File: src/rtl/inst_fetch_queue.sv
// Instruction fetch queue: issues sequential fetches to a 1-cycle imem
// and buffers returned words with their PCs for the decode stage.
module inst_fetch_queue #(
  parameter int ADDR_W = 32,
  parameter int INST_W = 32,
  parameter int DEPTH = 4,
  parameter logic [ADDR_W-1:0] RESET_PC = ADDR_W'(32'h0040_0000)
) (
  input  logic                     clock,
  input  logic                     reset,
  input  logic                     redirect_valid,
  input  logic [ADDR_W-1:0]        redirect_pc,
  output logic                     imem_en,
  output logic [ADDR_W-1:0]        imem_addr,
  input  logic [INST_W-1:0]        imem_data,
  output logic                     out_valid,
  input  logic                     out_ready,
  output logic [INST_W-1:0]        out_inst,
  output logic [ADDR_W-1:0]        out_pc,
  output logic [ADDR_W-1:0]        out_pcn,
  output logic [$clog2(DEPTH):0]   occupancy,
  output logic                     misalign_err
);

  localparam int PW = $clog2(DEPTH);
  localparam int OW = PW + 1;
  localparam logic [OW:0] DEPTH_C = (OW + 1)'(DEPTH);

  logic [INST_W-1:0] inst_mem [DEPTH];
  logic [ADDR_W-1:0] pc_mem   [DEPTH];

  logic [ADDR_W-1:0] fetch_pc_q, fetch_pc_d;
  logic [ADDR_W-1:0] infl_pc_q, infl_pc_d;
  logic              infl_q, infl_d;
  logic              kill_q, kill_d;
  logic [PW-1:0]     wptr_q, wptr_d;
  logic [PW-1:0]     rptr_q, rptr_d;
  logic [OW-1:0]     occ_q, occ_d;
  logic              mis_q, mis_d;

  logic [OW:0]       fill;
  logic              push;
  logic              pop;

  // Credit check counts the word already in flight so a full queue
  // can never be overrun by a late response.
  always_comb begin
    fill    = {1'b0, occ_q} + (OW + 1)'(infl_q);
    imem_en = reset && !redirect_valid && (fill < DEPTH_C);
    push    = infl_q && !kill_q && !redirect_valid;
    pop     = out_valid && out_ready;
  end

  always_comb begin
    fetch_pc_d = fetch_pc_q;
    infl_pc_d  = infl_pc_q;
    infl_d     = imem_en;
    kill_d     = 1'b0;
    wptr_d     = wptr_q;
    rptr_d     = rptr_q;
    occ_d      = occ_q;
    mis_d      = mis_q;
    if (imem_en) begin
      infl_pc_d = fetch_pc_q;
    end
    if (redirect_valid) begin
      fetch_pc_d = {redirect_pc[ADDR_W-1:2], 2'b00};
      kill_d     = 1'b1;
      wptr_d     = '0;
      rptr_d     = '0;
      occ_d      = '0;
      if (redirect_pc[1:0] != 2'b00) begin
        mis_d = 1'b1;
      end
    end else begin
      if (imem_en) begin
        fetch_pc_d = fetch_pc_q + ADDR_W'(4);
      end
      wptr_d = wptr_q + PW'(push);
      rptr_d = rptr_q + PW'(pop);
      occ_d  = occ_q + OW'(push) - OW'(pop);
    end
  end

  always_ff @(posedge clock or negedge reset) begin
    if (!reset) begin
      fetch_pc_q <= RESET_PC;
      infl_pc_q  <= '0;
      infl_q     <= 1'b0;
      kill_q     <= 1'b0;
      wptr_q     <= '0;
      rptr_q     <= '0;
      occ_q      <= '0;
      mis_q      <= 1'b0;
    end else begin
      fetch_pc_q <= fetch_pc_d;
      infl_pc_q  <= infl_pc_d;
      infl_q     <= infl_d;
      kill_q     <= kill_d;
      wptr_q     <= wptr_d;
      rptr_q     <= rptr_d;
      occ_q      <= occ_d;
      mis_q      <= mis_d;
    end
  end

  always_ff @(posedge clock) begin
    if (push) begin
      inst_mem[wptr_q] <= imem_data;
      pc_mem[wptr_q]   <= infl_pc_q;
    end
  end

  always_comb begin
    imem_addr    = fetch_pc_q;
    occupancy    = occ_q;
    misalign_err = mis_q;
    out_valid    = (occ_q != '0);
    out_inst     = '0;
    out_pc       = '0;
    out_pcn      = '0;
    if (out_valid) begin
      out_inst = inst_mem[rptr_q];
      out_pc   = pc_mem[rptr_q];
      out_pcn  = pc_mem[rptr_q] + ADDR_W'(4);
    end
  end

endmodule

File: config.mk
export PLATFORM = sky130hd
export DESIGN_NAME = inst_fetch_queue
export DESIGN_NICKNAME = d
export VERILOG_FILES = /design/src/rtl/inst_fetch_queue.sv
export SDC_FILE = /design/constraint.sdc
export NUM_CORES = 1
export LEC_CHECK = 0
export CORE_UTILIZATION = 59
export DETAILED_ROUTE_END_ITERATION = 16
export MAX_ROUTING_LAYER = met4
export PLACE_DENSITY = 0.95
export SETUP_SLACK_MARGIN = 0.02
export SYNTH_ARGS = -nofsm -noshare
export SYNTH_HDL_FRONTEND = slang
export SYNTH_SLANG_ARGS = --single-unit
export TNS_END_PERCENT = 30
File: constraint.sdc
create_clock -name clock -period 9.3 [get_ports clock]
set_input_delay 1.395 -clock clock [delete_from_list [all_inputs] [get_ports clock]]
set_output_delay 1.395 -clock clock [all_outputs]
set_load 0.02 [all_outputs]
==> results.ini <==
[status]
status=finished, final reports clean

[die]
fp.dieW_um=154
io_pins=202
die_area_um2=23700
initial_utilization_pct=60.3
die_y_um=154
num_rows=55
core-area_um2=22600

[hold_path]
hp-start=misalign_err
hold_depth=1
min_to=misalign_err
min_path_type=reg2reg

[pwr]
power_mw=4.72
power_switching_mw=1.52
combPwrFrac_pct=34.9
p_clk_share_pct=26.3
p_int_mw=3.20
seq_power_share_pct=38.8
vdd_drop_max_mv=0.162
switching_share_pct=32.2
power_per_cell_area_nw_per_um2=281
power.leakage_nw=5.70

[clock_network]
clk_pin_slew_ps=60
cts_resized=0
htree_levels=1
clkSinkCount=318
cts_root_buf=clkbuf_16
numCtsBuffers=30
cts_setup_buffers=0
cts_tree=yes
hold_buffers=0
cts_buffer_depth=3
clk_latency_ps=560

[sta]
final_hold_viol_count=0
rsz0062_at_grt=false
period_share_pct=62.3
max_freq_mhz=173
max_slew_margin_pct=25.2
maxSlewViolCount=0
worstMarginPinSlew_ps=1120
final.min_clock_period_ps=5790
worst_clock_skew_ps=23.0
fin_tns_setup_ps=0
setup_viol=0

[synth]
synth_edf_count=248
synth-main-ff-cell=edfxtp_1
synthesis.area_um2=13600
ys_seq_area_share_pct=67.4
yosys_warnings=0
avgSynthCellArea_um2=16.2
ys_seq_elements=318
async_flop_share_pct=22.0
ys_types=57
syn_inst=842

[finish]
layout.nets=1112
multiInputGateArea_um2=4140
antennaDiodeCount=0
area_growth_pct=23.1
drive_gt1_share_pct=15.1
seq_area_um2=9210
fill_cells=1316

[critical_path]
reg2reg_slack_ps=6340
startpoint_type=flip-flop
path_max_fanout=37
r2r_start=occupancy[1]
path_class=reg2out
crit_chain=buf_4, mux4_1, and4_1, nand4_1, nor3_1, mux2_2, clkdlybuf4s50_1
slowest_delay_ps=890
cp_slowest_cell=dfrtp_4
arrival_ps=4400
worstPathRequired_ps=7910
rr_endpoint=occupancy[2]
reg2regPathDepth=12
end_kind=primary output

[global_route]
grt_pass1_wl_um=46500
track_usage_pct=26.6
first_global_vias=8173
antenna_found_initial=0
grt_max_degree=76
grt-ovfl-total=0

[detailed_routing]
wl_met2_um=15400
wl_met1_um=11800
via_per_inst=6.11
routed_wl_um=29900
avgRoutedWirePerCell_um=22.2
met3_length_um=2040
dr.max_layer_used=met4
dr.first_iter.drc_count=587
drcViolationCount=0
postRouteAntennaNets=0
via_count=8219
drt_pre_antenna_iters=6

[placement]
io_buffers=195
gp_congestion=0.861
hpwlAfterDp_um=19000

[flow_run]
max-cap-violations=0

-- cell usage after synthesis (2+ instances only) --
library cell,count,area (um2)
clkbuf_1,22,82.6
ha_1,7,87.6
clkbuf_2,2,10.0
a2111oi_0,3,26.3
buf_2,4,20.0
nor3_1,13,65.1
and3_1,11,68.8
o31ai_1,12,90.1
mux4_1,16,420
a31oi_1,17,106
nand4_1,9,56.3
mux4_2,46,1040
nand2_1,39,146
or3_1,9,56.3
inv_1,15,56.3
nand3_1,17,85.1
or4_1,14,105
buf_4,8,60.1
mux2_2,40,450
nand2b_1,2,12.5
edfxtp_1,248,7450
xor2_1,10,87.6
o21ai_0,21,105
and4_1,6,52.6
and2_1,65,407
buf_6,5,56.3
clkbuf_8,2,27.5
xnor2_1,11,96.3
o2111ai_1,3,26.3
dfrtp_1,69,1730
nor2b_1,3,18.8
nor2_1,55,206
o211ai_1,2,15.0
a21oi_1,9,45.0
buf_1,4,15.0
or3_2,2,15.0
-- per-layer routing --
metal	up-vias	GRT usage (%)
li1	3659	-
met1	4131	34.7
met2	384	44.3
met3	45	3.83
met4	0	7.00
met5	-	-
-- how the worst max path moves through the flow --
stage          slack [ps]              to            from  depth (start not counted)
6_report             3510     out_pcn[28]       rptr_q[0]                          7
5_1_grt              3250     out_pcn[28]       rptr_q[0]                          7
4_1_cts              3430     out_pcn[28]       rptr_q[0]                          7
3_5_place_dp         4000     out_pcn[28]       rptr_q[0]                          7
3_3_place_gp         4130     out_pcn[24]       rptr_q[0]                          7
2_1_floorplan        2540  inst_mem[0][0]  redirect_valid                          6
-- sequential cells by signal, summed over array words and instances (netlist names) --
| signal | flops |
|---|---|
| rptr_q | 2 |
| infl_q | 1 |
| inst_mem | 128 |
| occupancy | 3 |
| kill_q | 1 |
| pc_mem | 120 |
| infl_pc_q | 30 |
| misalign_err | 1 |
| wptr_q | 2 |
| imem_addr | 30 |
-- area by class of cell --
cell class / instances / area share (%)
Tap cell: 285 / 2.12
Clock inverter: 16 / 1.13
Clock buffer: 40 / 4.93
Multi-Input combinational cell: 466 / 24.6
Timing Repair Buffer: 205 / 12.0
Inverter: 15 / 0.335
Sequential cell: 318 / 54.8
-- cell usage in the layout, fill, tap and decap left out, types with 4 or more instances in the layout --
cell type        count
clkbuf_1             6
or3_1                9
nand3_1             17
clkbuf_8             4
a31oi_1             17
and3_1              10
clkdlybuf4s50_1    194
clkinv_2             4
and2_1              65
xor2_1              10
conb_1               6
nor2_1              52
buf_4               11
bufinv_16            4
nor3_1              12
o31ai_1             12
ha_1                 7
nand2_1             39
mux4_1              16
or4_1               14
clkinv_1             5
xnor2_1             11
clkbuf_16           30
mux4_2              46
and4_1               6
inv_1               15
edfxtp_1           248
dfrtp_1             67
nand4_1              9
mux2_2              40
a21oi_1              9
o21ai_0             21
-- per-stage QoR --
stage	util, %	hold slack (ps)	instances	instance area [um2]	setup slack (ps)
6_report	74.2	482	1345	16800	3510
5_1_grt	74.2	539	1345	16800	3250
4_1_cts	74.2	494	1345	16800	3430
3_5_place_dp	69.7	469	1289	15800	4000
3_3_place_gp	69.7	459	1289	15800	4130
2_1_floorplan	-	471	847	13700	2540
-- worst max-delay path: cells and delay by family, from the launching register on --
family | cells | cell delay [ps]
buf+inv | 2 | 1110
mux | 2 | 830
simple gates | 3 | 990
flops | 1 | 890
-- cell families after synthesis --
group,count (synthesis),share of synthesized area (%)
muxes,104,14.1
and+or+nand+nor,253,10.2
xor gates and xnor gates,21,1.35
other,1,0.0275
DFF,318,67.4
AOI/OAI and AO/OA,74,3.51
buffers and inverters,63,2.55
adders and majority gates,8,0.789
-- power groups by stage --
| stage | clock network (mW) | registers (mW) | logic [mW] |
|---|---|---|---|
| 6_report | 1.24 | 1.83 | 1.65 |
| 3_3_place_gp | 0 | 1.84 | 1.60 |
| 2_1_floorplan | 0 | 1.79 | 0.999 |
| 5_1_grt | 1.31 | 1.85 | 1.74 |
| 3_5_place_dp | 0 | 1.86 | 1.64 |
| 4_1_cts | 1.25 | 1.83 | 1.65 |
Note: power is estimated with default switching activity, not from simulation.
